$ cat src/rtl/alu_seq_pkg.sv
// Shared types and constants for the ALU sequencer and the alu_top datapath.
package alu_seq_pkg;

  typedef enum logic [1:0] {
    OP_ALU    = 2'd0,
    OP_LOAD   = 2'd1,
    OP_BRANCH = 2'd2,
    OP_NOP    = 2'd3
  } op_t;

  typedef logic [1:0] state_t;
  localparam state_t ST_IDLE = 2'd0;
  localparam state_t ST_EXEC = 2'd1;
  localparam state_t ST_MEM  = 2'd2;

  // ALU select encodings understood by alu_top
  localparam logic [3:0] ALU_ADD = 4'd0;
  localparam logic [3:0] ALU_SUB = 4'd1;
  localparam logic [3:0] ALU_AND = 4'd2;
  localparam logic [3:0] ALU_OR  = 4'd3;
  localparam logic [3:0] ALU_XOR = 4'd4;
  localparam logic [3:0] ALU_SLT = 4'd5;
  localparam logic [3:0] ALU_SLL = 4'd6;
  localparam logic [3:0] ALU_SRL = 4'd7;

endpackage

$ cat src/rtl/alu_seq_ctrl.sv
// Multi-cycle command sequencer driving register-file/ALU controls and a
// load path through a timed memory request/acknowledge handshake.
module alu_seq_ctrl
  import alu_seq_pkg::*;
#(
  parameter int unsigned ADDR_WIDTH  = 5,
  parameter int unsigned DATA_WIDTH  = 32,
  parameter int unsigned MEM_TIMEOUT = 16,
  parameter int unsigned CNT_WIDTH   = 32
) (
  input  logic                  clk_i,
  input  logic                  rst_i,
  input  logic                  cmd_valid_i,
  output logic                  cmd_ready_o,
  input  logic [1:0]            cmd_op_i,
  input  logic [ADDR_WIDTH-1:0] cmd_rs1_i,
  input  logic [ADDR_WIDTH-1:0] cmd_rs2_i,
  input  logic [ADDR_WIDTH-1:0] cmd_rd_i,
  input  logic [DATA_WIDTH-1:0] cmd_imm_i,
  input  logic                  cmd_use_imm_i,
  input  logic [3:0]            cmd_alu_ctrl_i,
  output logic [ADDR_WIDTH-1:0] rs1_o,
  output logic [ADDR_WIDTH-1:0] rs2_o,
  output logic [ADDR_WIDTH-1:0] rd_o,
  output logic                  reg_write_o,
  output logic                  reg_write_src_o,
  output logic [DATA_WIDTH-1:0] imm_op_o,
  output logic                  alu_src_o,
  output logic [3:0]            alu_ctrl_o,
  input  logic                  eq_i,
  input  logic [DATA_WIDTH-1:0] alu_out_i,
  output logic                  mem_req_o,
  output logic [DATA_WIDTH-1:0] mem_addr_o,
  input  logic                  mem_ack_i,
  output logic                  done_o,
  output logic                  branch_taken_o,
  output logic                  err_o,
  output logic                  busy_o,
  output logic [CNT_WIDTH-1:0]  retired_o
);

  localparam int unsigned TW = (MEM_TIMEOUT > 2) ? $clog2(MEM_TIMEOUT) : 1;
  localparam logic [TW-1:0] TIMER_LAST = TW'(MEM_TIMEOUT - 1);

  state_t                state_q, state_d;
  op_t                   op_q;
  logic [ADDR_WIDTH-1:0] rs1_q, rs2_q, rd_q;
  logic [DATA_WIDTH-1:0] imm_q, mem_addr_q;
  logic                  use_imm_q;
  logic [3:0]            alu_ctrl_q;
  logic [TW-1:0]         timer_q;
  logic                  nop_done_q;
  logic [CNT_WIDTH-1:0]  retired_q;
  logic                  accept;

  // State register
  always_ff @(posedge clk_i or posedge rst_i) begin
    if (rst_i) state_q <= ST_IDLE;
    else       state_q <= state_d;
  end

  // Next state and control decode; outputs follow the registered state
  always_comb begin
    state_d         = state_q;
    cmd_ready_o     = 1'b0;
    accept          = 1'b0;
    rs1_o           = '0;
    rs2_o           = '0;
    rd_o            = '0;
    imm_op_o        = '0;
    alu_src_o       = 1'b0;
    alu_ctrl_o      = '0;
    reg_write_o     = 1'b0;
    reg_write_src_o = 1'b0;
    mem_req_o       = 1'b0;
    mem_addr_o      = '0;
    done_o          = nop_done_q;
    branch_taken_o  = 1'b0;
    err_o           = 1'b0;
    busy_o          = (state_q != ST_IDLE);

    case (state_q)
      ST_IDLE: begin
        cmd_ready_o = ~rst_i;
        accept      = cmd_valid_i & ~rst_i;
        if (accept && (op_t'(cmd_op_i) != OP_NOP)) state_d = ST_EXEC;
      end
      ST_EXEC: begin
        rs1_o      = rs1_q;
        rs2_o      = rs2_q;
        rd_o       = rd_q;
        imm_op_o   = imm_q;
        alu_src_o  = use_imm_q;
        alu_ctrl_o = alu_ctrl_q;
        if (op_q == OP_LOAD) begin
          state_d = ST_MEM;
        end else begin
          done_o         = 1'b1;
          reg_write_o    = (op_q == OP_ALU) && (rd_q != '0);
          branch_taken_o = (op_q == OP_BRANCH) && eq_i;
          state_d        = ST_IDLE;
        end
      end
      ST_MEM: begin
        rs1_o      = rs1_q;
        rs2_o      = rs2_q;
        rd_o       = rd_q;
        imm_op_o   = imm_q;
        alu_src_o  = use_imm_q;
        alu_ctrl_o = alu_ctrl_q;
        mem_req_o  = 1'b1;
        mem_addr_o = mem_addr_q;
        if (mem_ack_i) begin
          reg_write_o     = (rd_q != '0);
          reg_write_src_o = 1'b1;
          done_o          = 1'b1;
          state_d         = ST_IDLE;
        end else if (timer_q == TIMER_LAST) begin
          err_o   = 1'b1;
          done_o  = 1'b1;
          state_d = ST_IDLE;
        end
      end
      default: state_d = ST_IDLE;
    endcase
  end

  // Command latch, load address, timeout timer and retired counter
  always_ff @(posedge clk_i or posedge rst_i) begin
    if (rst_i) begin
      op_q       <= OP_ALU;
      rs1_q      <= '0;
      rs2_q      <= '0;
      rd_q       <= '0;
      imm_q      <= '0;
      use_imm_q  <= 1'b0;
      alu_ctrl_q <= '0;
      mem_addr_q <= '0;
      timer_q    <= '0;
      nop_done_q <= 1'b0;
      retired_q  <= '0;
    end else begin
      nop_done_q <= accept && (op_t'(cmd_op_i) == OP_NOP);
      if (accept) begin
        op_q       <= op_t'(cmd_op_i);
        rs1_q      <= cmd_rs1_i;
        rs2_q      <= cmd_rs2_i;
        rd_q       <= cmd_rd_i;
        imm_q      <= cmd_imm_i;
        use_imm_q  <= cmd_use_imm_i;
        alu_ctrl_q <= cmd_alu_ctrl_i;
      end
      if ((state_q == ST_EXEC) && (op_q == OP_LOAD)) begin
        mem_addr_q <= alu_out_i;
        timer_q    <= '0;
      end else if ((state_q == ST_MEM) && !mem_ack_i) begin
        timer_q <= timer_q + TW'(1);
      end
      if (done_o && !err_o) retired_q <= retired_q + CNT_WIDTH'(1);
    end
  end

  assign retired_o = retired_q;

endmodule

$ cat config.mk
export PLATFORM = sky130hd
export DESIGN_NAME = alu_seq_ctrl
export DESIGN_NICKNAME = d
export VERILOG_FILES = /design/src/rtl/alu_seq_pkg.sv /design/src/rtl/alu_seq_ctrl.sv
export SDC_FILE = /design/constraint.sdc
export NUM_CORES = 1
export LEC_CHECK = 0
export CORE_ASPECT_RATIO = 1.4
export CORE_MARGIN = 5
export CORE_UTILIZATION = 45
export DETAILED_ROUTE_END_ITERATION = 7
export MAX_ROUTING_LAYER = met4
export PLACE_DENSITY = 0.85
export SETUP_SLACK_MARGIN = 0.15
export SLEW_MARGIN = 0
export SYNTH_ARGS = -nofsm -noshare
export SYNTH_HDL_FRONTEND = slang
export SYNTH_SLANG_ARGS = --single-unit
export TNS_END_PERCENT = 5
$ cat constraint.sdc
create_clock -name clk_i -period 5.4 [get_ports clk_i]
set_input_delay 0.81 -clock clk_i [delete_from_list [all_inputs] [get_ports clk_i]]
set_output_delay 0.81 -clock clk_i [all_outputs]
set_load 0.1 [all_outputs]
==> flow_metrics.tcl, run 1 <==
set metrics [dict create \
    status "finished, final reports clean" \
    cts_setup_buffers 0 \
    grt_pass1_wl_um 25170 \
    fillers 920 \
    cts_tree "done" \
    port_buffers 214 \
    fp-row-count 49 \
    utilization_pct 68.17 \
    cts_buffer_depth 2 \
    htreeDepth 4 \
    hold_class "flop to flop" \
    maxSlewHeadroom_pct 30.71 \
    cts_buffers 17 \
    dr.pass1.iters 4 \
    cts.clk_slew.worst_paths_ns 0.05 \
    regArea_sq_um 3128 \
    cts-root-buf "clkbuf_16" \
    synth.net_count 627 \
    multi_input_area_sq_um 2500 \
    avgSynthCellArea_sq_um 10.87 \
    arrival_ns 3.18 \
    crit_fanout 43 \
    rsz0062_at_grt "no" \
    area_delta_synth_final_pct 49.85 \
    ios 215 \
    avgRoutedWirePerCell_um 17.19 \
    die_w_um 105.7 \
    start_kind "flop" \
    vias 4592 \
    finalCriticalPeriod_ns 3.992 \
    synth.distinct_cells 37 \
    initialDrtViolationCount 159 \
    fin_skew_ns 0.006421 \
    setup_viol 0 \
    timing.fmax_mhz 250.5 \
    first_global_vias 4913 \
    ys_ff_latch 125 \
    coreArea_sq_um 12690 \
    hold_violations 0 \
    yosys_warnings 0 \
    die_area_sq_um 15230 \
    clk_latency_ns 0.40 \
    antenna_found_initial 1 \
    post_cts_resized 0 \
    synth_cells 531 \
    start_util_pct 45.49 \
    ctsHoldBuffers 0 \
    yosysSeqAreaShare_pct 54.18 \
    track_usage_pct 21.56 \
    vias_per_cell 5.052 \
    cts.sinks 125 \
    synth_ff_type "dfrtp_1" \
    tns_ns 0 \
    final_nets 838 \
    detail-route-antenna-nets 0 \
    endpoint_kind "output port" \
    wl_um 15630 \
    grt_max_degree 75 \
    gp_congestion 0.7751 \
    drc 0 \
    drive_above_1_share_pct 13.51 \
    synth_async_sr_flop_share_pct 100.0 \
    period_share_pct 73.93 \
    maxCapViolCount 0 \
    critPathKind "flop to output port" \
    post-dp-hpwl_um 11650 \
    tightest_slew_ns 1.035 \
    synth-edff-count 0 \
    finalMaxSlewViolations 0 \
    syn_area_sq_um 5773 \
    cp.required_ns 4.59 \
    overflow 0 \
    die_y_um 144.0 \
]
==> flip-flops by register name (all words and copies together) (netlist names) <==
signal and flops:
imm_q 32, mem_addr_q 32, retired_o 32, rd_q 5, rs1_q 5, rs2_q 5, alu_ctrl_q 4, timer_q 4
op_q 2, state_q 2, nop_done_q 1, use_imm_q 1
==> cells in the final DEF (no fill, tap or decap), types with 2 or more instances in the layout <==
cell / instances
a21oi_1: 4
and2_1: 90
and3_1: 11
and4_1: 5
buf_4: 5
bufinv_16: 3
clkbuf_16: 17
clkbuf_8: 4
clkdlybuf4s50_1: 214
clkinv_2: 3
clkinvlp_4: 3
dfrtp_1: 125
ha_1: 5
inv_1: 6
mux2_2: 54
mux2i_1: 2
nand2_1: 105
nand3_1: 14
nand4_1: 15
nor2_1: 10
nor3_1: 2
or2_2: 2
xnor2_1: 31
xor2_1: 3
==> synthesized netlist by cell type (4+ instances only) <==
library cell	n	area share (%)
dfrtp_1	125	54
nand2_1	106	6.9
and2_1	90	9.8
mux2_2	54	11
xnor2_1	31	4.7
clkbuf_1	19	1.2
nand4_1	15	1.6
nand3_1	14	1.2
and3_1	11	1.2
nor2_1	11	0.72
inv_1	7	0.46
buf_2	6	0.52
and4_1	5	0.76
ha_1	5	1.1
a21oi_1	4	0.35
==> cells by family (layout without fill, tap and decap cells) <==
family	count (synthesis)	after routing	synth area share, %
AND/OR/NAND/NOR	264	264	23.97
flip-flops	125	125	54.18
multiplexers	57	57	11.07
other	0	1	0
AO/OA/AOI/OAI	12	12	1.929
buffers and inverters	34	258	2.601
XOR/XNOR	34	34	5.158
adder cells (fa/ha/maj)	5	5	1.084
==> final cells by class <==
class	instances	area share (%)
multi-input cells	372	28.90
clock buffers	22	5.597
diodes	1	0.02893
repair buffers	219	25.20
clock inverters	10	1.577
flip-flops and latches	125	36.16
well taps	153	2.213
inverters	7	0.3327
==> worst max-delay path, cell delays in order, from the launching register on <==
cell and delay (ns):
dfrtp_1 0.37, inv_1 0.08, ha_1 0.54, buf_4 0.40, and2_1 0.23, clkdlybuf4s50_1 1.15
==> routing by layer <==
layer	vias up	wire, um	track usage (%)
met1	2214	6359	24.74
met4	0	361	8.186
met5	-	0	-
met2	177	8013	36.53
met3	28	891	5.583
li1	2173	-	-
==> metrics by stage <==
stage                     cell area, sq um  hold slack, ns  cells  worst slack, ns
final                                 8651          0.4653    909            1.408
after floorplan                       5773          0.4374    531           0.7294
after global routing                  8651          0.4901    909            1.247
after CTS                             8648          0.4675    908            1.376
after detailed placement              8028          0.4542    876            1.577
after global placement                8028          0.4511    876            1.606
==> worst paths after layout <==
kind,from,slack [ns],end,cells past startpoint
worst max-delay path,state_q[0]$_DFFE_PP0P_,1.41,rs1_o[3],5
worst max register to register,state_q[0]$_DFFE_PP0P_,2.45,retired_o[25]$_DFFE_PP0P_,8
min in group asynchronous,rst_i,0.94,state_q[1]$_DFFE_PP0P_,2
worst min register to register,mem_addr_q[6]$_DFFE_PP0P_,0.47,mem_addr_q[6]$_DFFE_PP0P_,2
worst min-delay path,mem_addr_q[6]$_DFFE_PP0P_,0.47,mem_addr_q[6]$_DFFE_PP0P_,2
max in group asynchronous,rst_i,3.10,imm_q[17]$_DFFE_PP0P_,3
Power of run 1 is not shown: default switching activity piles up to over one toggle a cycle in this logic, so the estimate is an artifact.
==> run 2: changes to the inputs <==
Clock period 5.4 ns to 4.08 ns, I/O delays scaled along.
==> flow_metrics.tcl, run 2 (synthesis gave the netlist of run 1 again) <==
set metrics [dict create \
    status "finished, final reports clean" \
    tightest_slew_ns 1.122 \
    period_share_pct 74.33 \
    cts.sinks 125 \
    r2r_end "retired_o[17]$_DFFE_PP0P_" \
    cts_setup_buffers 0 \
    crit_chain "inv_1 -> ha_1 -> or3b_2 -> o31ai_1 -> nor2_1 -> buf_4" \
    vias 4555 \
    holdWs_ns 0.4642 \
    layout_commonest_cell "dfrtp_1" \
    cp_slowest_cell "ha_1" \
    cts.clk_slew.worst_paths_ns 0.06 \
    crit_fanout 22 \
    dr.pass1.iters 4 \
    rr_worst_depth 6 \
    gp_congestion 0.8548 \
    tns_ns 0 \
    rr_startpoint "state_q[0]$_DFFE_PP0P_" \
    area_delta_synth_final_pct 46.71 \
    initialDrtViolationCount 137 \
    dpl-instance-area_sq_um 7824 \
    start_util_pct 45.49 \
    die_area_sq_um 15230 \
    endpoint_kind "output port" \
    ctsHoldBuffers 0 \
    post_cts_resized 0 \
    antenna_found_initial 0 \
    hold_violations 0 \
    stdcell_area_sq_um 8469 \
    regArea_sq_um 3128 \
    post-dp-hpwl_um 11490 \
    whs_endpoint "mem_addr_q[10]$_DFFE_PP0P_" \
    whs_path_depth 2 \
    avgRoutedWirePerCell_um 16.95 \
    wl_um 15410 \
    overflow 0 \
    slowest_delay_ns 0.64 \
    final_nets 840 \
    htreeDepth 4 \
    ios 215 \
    fp-row-count 49 \
    clk_latency_ns 0.40 \
    detail-route-antenna-nets 0 \
    maxSlewHeadroom_pct 24.89 \
    fillers 957 \
    final_cell_mix "125 x dfrtp_1, 123 x clkdlybuf4s50_1, 105 x nand2_1" \
    cp.required_ns 3.47 \
    track_usage_pct 21.14 \
    rsz0062_at_grt "no" \
    finalMaxSlewViolations 0 \
    utilization_pct 66.74 \
    timing.fmax_mhz 329.7 \
    drive_above_1_share_pct 25.79 \
    critPathKind "flop to output port" \
    antennaDiodeCount 0 \
    cts_tree "done" \
    die_w_um 105.7 \
    cts_buffer_depth 2 \
    coreArea_sq_um 12690 \
    first_global_vias 4894 \
    die_y_um 144.0 \
    setup_viol 0 \
    start_kind "flop" \
    grt_pass1_wl_um 24710 \
    drc 0 \
    maxCapViolCount 0 \
    rrSetupSlack_ns 1.15 \
    fin_skew_ns 0.007118 \
    port_buffers 214 \
    cts_buffers 17 \
    multi_input_area_sq_um 2507 \
    finalCriticalPeriod_ns 3.033 \
    arrival_ns 2.42 \
    hold_class "flop to flop" \
    grt_max_degree 76 \
    cts-root-buf "clkbuf_16" \
    worstHoldStart "mem_addr_q[10]$_DFFE_PP0P_" \
    vias_per_cell 5.011 \
]
run 2: cell count changes in the layout (fill, tap and decap cells not counted), moves of 2 or more:
cell,previous run,this run
buf_4,5,98
bufinv_16,3,5
clkbuf_8,4,0
clkdlybuf4s50_1,214,123
clkinv_2,3,0
clkinv_4,1,4
run 2: worst max-delay path by stage:
stage / from / end / slack [ns]
5_1_grt: state_q[0]$_DFFE_PP0P_ / done_o / 0.88
2_1_floorplan: state_q[0]$_DFFE_PP0P_ / reg_write_o / 0.28
6_report: state_q[0]$_DFFE_PP0P_ / done_o / 1.05
3_3_place_gp: mem_ack_i / retired_o[29]$_DFFE_PP0P_ / 1.11
3_5_place_dp: mem_ack_i / retired_o[27]$_DFFE_PP0P_ / 0.94
4_1_cts: state_q[0]$_DFFE_PP0P_ / done_o / 1.01
run 2: cell type report:
cell class                      instances  area share (%)
Sequential cell                       125           36.93
Multi-Input combinational cell        372           29.61
Timing Repair Buffer                  221           23.22
Clock buffer                           18           5.067
Clock inverter                         13           2.556
Tap cell                              153           2.260
Inverter                                7          0.3546
run 2: routing by layer:
metal | vias to the layer above | wire length (um) | global-route usage [%]
met3 | 23 | 936 | 5.538
met5 | - | 0 | -
met2 | 166 | 8175 | 37.23
li1 | 2181 | - | -
met4 | 0 | 298 | 6.412
met1 | 2185 | 5995 | 23.67
run 2: per-stage QoR:
step / setup slack (ns) / instances
final: 1.047 / 909
after global routing: 0.8780 / 909
after CTS: 1.008 / 909
after detailed placement: 0.9447 / 878
after floorplan: 0.2829 / 531
after global placement: 1.112 / 878
run 2: worst max-delay path: cells and delay by family, from the launching register on:
kind / cells / cell delay [ns]
AND/OR/NAND/NOR: 2 / 0.61
flip-flops: 1 / 0.37
buffers and inverters: 2 / 0.31
adder cells (fa/ha/maj): 1 / 0.64
AO/OA/AOI/OAI: 1 / 0.09
Power of run 2 is left out for the same reason.
==> run 3: changes to the inputs <==
Settings changed: CORE_UTILIZATION 45 to 40, PLACE_DENSITY 0.85 to 0.8.
Clock period 4.08 ns to 2.7 ns, I/O delays scaled along.
==> flow_metrics.tcl, run 3 (synthesis gave the netlist of run 1 again) <==
set metrics [dict create \
    cts_buffers 17 \
    hold_violations 0 \
    crit_path_start "state_q[0]$_DFFE_PP0P_" \
    crit_chain "inv_1 -> ha_1 -> buf_4 -> and2_1 -> buf_12" \
    grt_pass1_wl_um 26510 \
    antenna_found_initial 0 \
    rr_worst_depth 9 \
    endpoint "imm_op_o[5]" \
    rr_startpoint "state_q[0]$_DFFE_PP0P_" \
    post-dp-hpwl_um 12350 \
    overflow 0 \
    die_w_um 111.5 \
    finalMaxSlewViolations 0 \
    place_ws_ns 0.3556 \
    vias 4607 \
    port_buffers 214 \
    maxSlewHeadroom_pct 56.44 \
    coreArea_sq_um 14310 \
    slowest_delay_ns 0.37 \
    finalCriticalPeriod_ns 2.364 \
    vias_per_cell 4.865 \
    cts.clk_slew.worst_paths_ns 0.06 \
    drive_above_1_share_pct 30.47 \
    cts-root-buf "clkbuf_16" \
    dp_cells 915 \
    fp-row-count 52 \
    status "finished, final reports clean" \
    hold_class "flop to flop" \
    final_nets 841 \
    area_delta_synth_final_pct 65.02 \
    die_y_um 152.1 \
    dr.pass1.iters 4 \
    cts_buffer_depth 2 \
    avgRoutedWirePerCell_um 17.10 \
    cp_slowest_cell "dfrtp_1" \
    final_cells 947 \
    start_kind "flop" \
    track_usage_pct 19.82 \
    setup_viol 0 \
    period_share_pct 87.55 \
    die_area_sq_um 16970 \
    arrival_ns 1.96 \
    final_cell_mix "125 x dfrtp_1, 105 x nand2_1, 90 x clkdlybuf4s50_1, 90 x buf_12, 89 x and2_1" \
    cts_setup_buffers 0 \
    dpl-instance-area_sq_um 8931 \
    fin_ws_ns 0.3362 \
    antennaDiodeCount 0 \
    grt_max_degree 126 \
    stdcell_area_sq_um 9527 \
    detail-route-antenna-nets 0 \
    endpoint_kind "output port" \
    r2r_end "retired_o[14]$_DFFE_PP0P_" \
    htreeDepth 4 \
    rsz0062_at_grt "no" \
    cts_tree "done" \
    critPathKind "flop to output port" \
    wl_um 16200 \
    start_util_pct 40.33 \
    fin_skew_ns 0.01318 \
    first_global_vias 5012 \
    ios 215 \
    layout_commonest_cell "dfrtp_1" \
    gp_congestion 0.7878 \
    crit_fanout 38 \
    maxCapViolCount 0 \
    tightest_slew_ns 0.6534 \
    rrSetupSlack_ns 0.53 \
    drc 0 \
    holdWs_ns 0.4640 \
    initialDrtViolationCount 195 \
    clk_latency_ns 0.41 \
    cp.required_ns 2.30 \
    cts.sinks 125 \
    timing.fmax_mhz 423.0 \
]
-- run 3: cell types whose count changed in the layout (fill, tap and decap cells not counted), sizes merged --
cell           change
clkinv             -2
buf               +34
clkbuf             +4
clkinvlp           +1
clkdlybuf4s50     -33
bufinv             -2
-- run 3: through the flow --
step | utilization, % | setup TNS (ns)
2_1_floorplan | - | -20.15
3_3_place_gp | 62.40 | 0
3_5_place_dp | 62.40 | 0
4_1_cts | 66.54 | 0
5_1_grt | 66.56 | 0
6_report | 66.56 | 0
-- run 3: cell type report --
cell class	count	area, sq um
Tap cell	189	236.5
Sequential cell	125	3128
Clock inverter	10	138.9
Inverter	7	30.03
Clock buffer	22	454.2
Fill cell	1051	4787
Timing Repair Buffer	222	3018
Multi-Input combinational cell	372	2521
-- run 3: what timing repair did --
item | 4_1_cts | 5_1_grt
hold buffers | 0 | 0
setup endpoints to repair | 0 | 1
resized for setup | 0 | 1
-- run 3: critical path: cells and delay by family, from the launching register on --
kind | cells | cell delay, ns
buffers and inverters | 3 | 0.59
DFF | 1 | 0.37
adders and majority gates | 1 | 0.32
and+or+nand+nor | 1 | 0.25
-- run 3: worst min-delay path by stage --
stage | start | cells after the start | to
final | mem_addr_q[2]$_DFFE_PP0P_ | 2 | mem_addr_q[2]$_DFFE_PP0P_
after global routing | mem_addr_q[13]$_DFFE_PP0P_ | 2 | mem_addr_q[13]$_DFFE_PP0P_
after CTS | mem_addr_q[2]$_DFFE_PP0P_ | 2 | mem_addr_q[2]$_DFFE_PP0P_
after detailed placement | mem_addr_q[2]$_DFFE_PP0P_ | 2 | mem_addr_q[2]$_DFFE_PP0P_
after global placement | mem_addr_q[12]$_DFFE_PP0P_ | 2 | mem_addr_q[12]$_DFFE_PP0P_
after floorplan | mem_addr_q[0]$_DFFE_PP0P_ | 2 | mem_addr_q[0]$_DFFE_PP0P_
-- run 3: routing by layer --
layer,vias up,share of wire [%],track usage (%)
met2,157,52,33.07
li1,2174,-,-
met4,0,2.9,7.652
met5,-,0,-
met1,2247,39,22.55
met3,29,5.9,5.642
Power of run 3 is left out for the same reason.
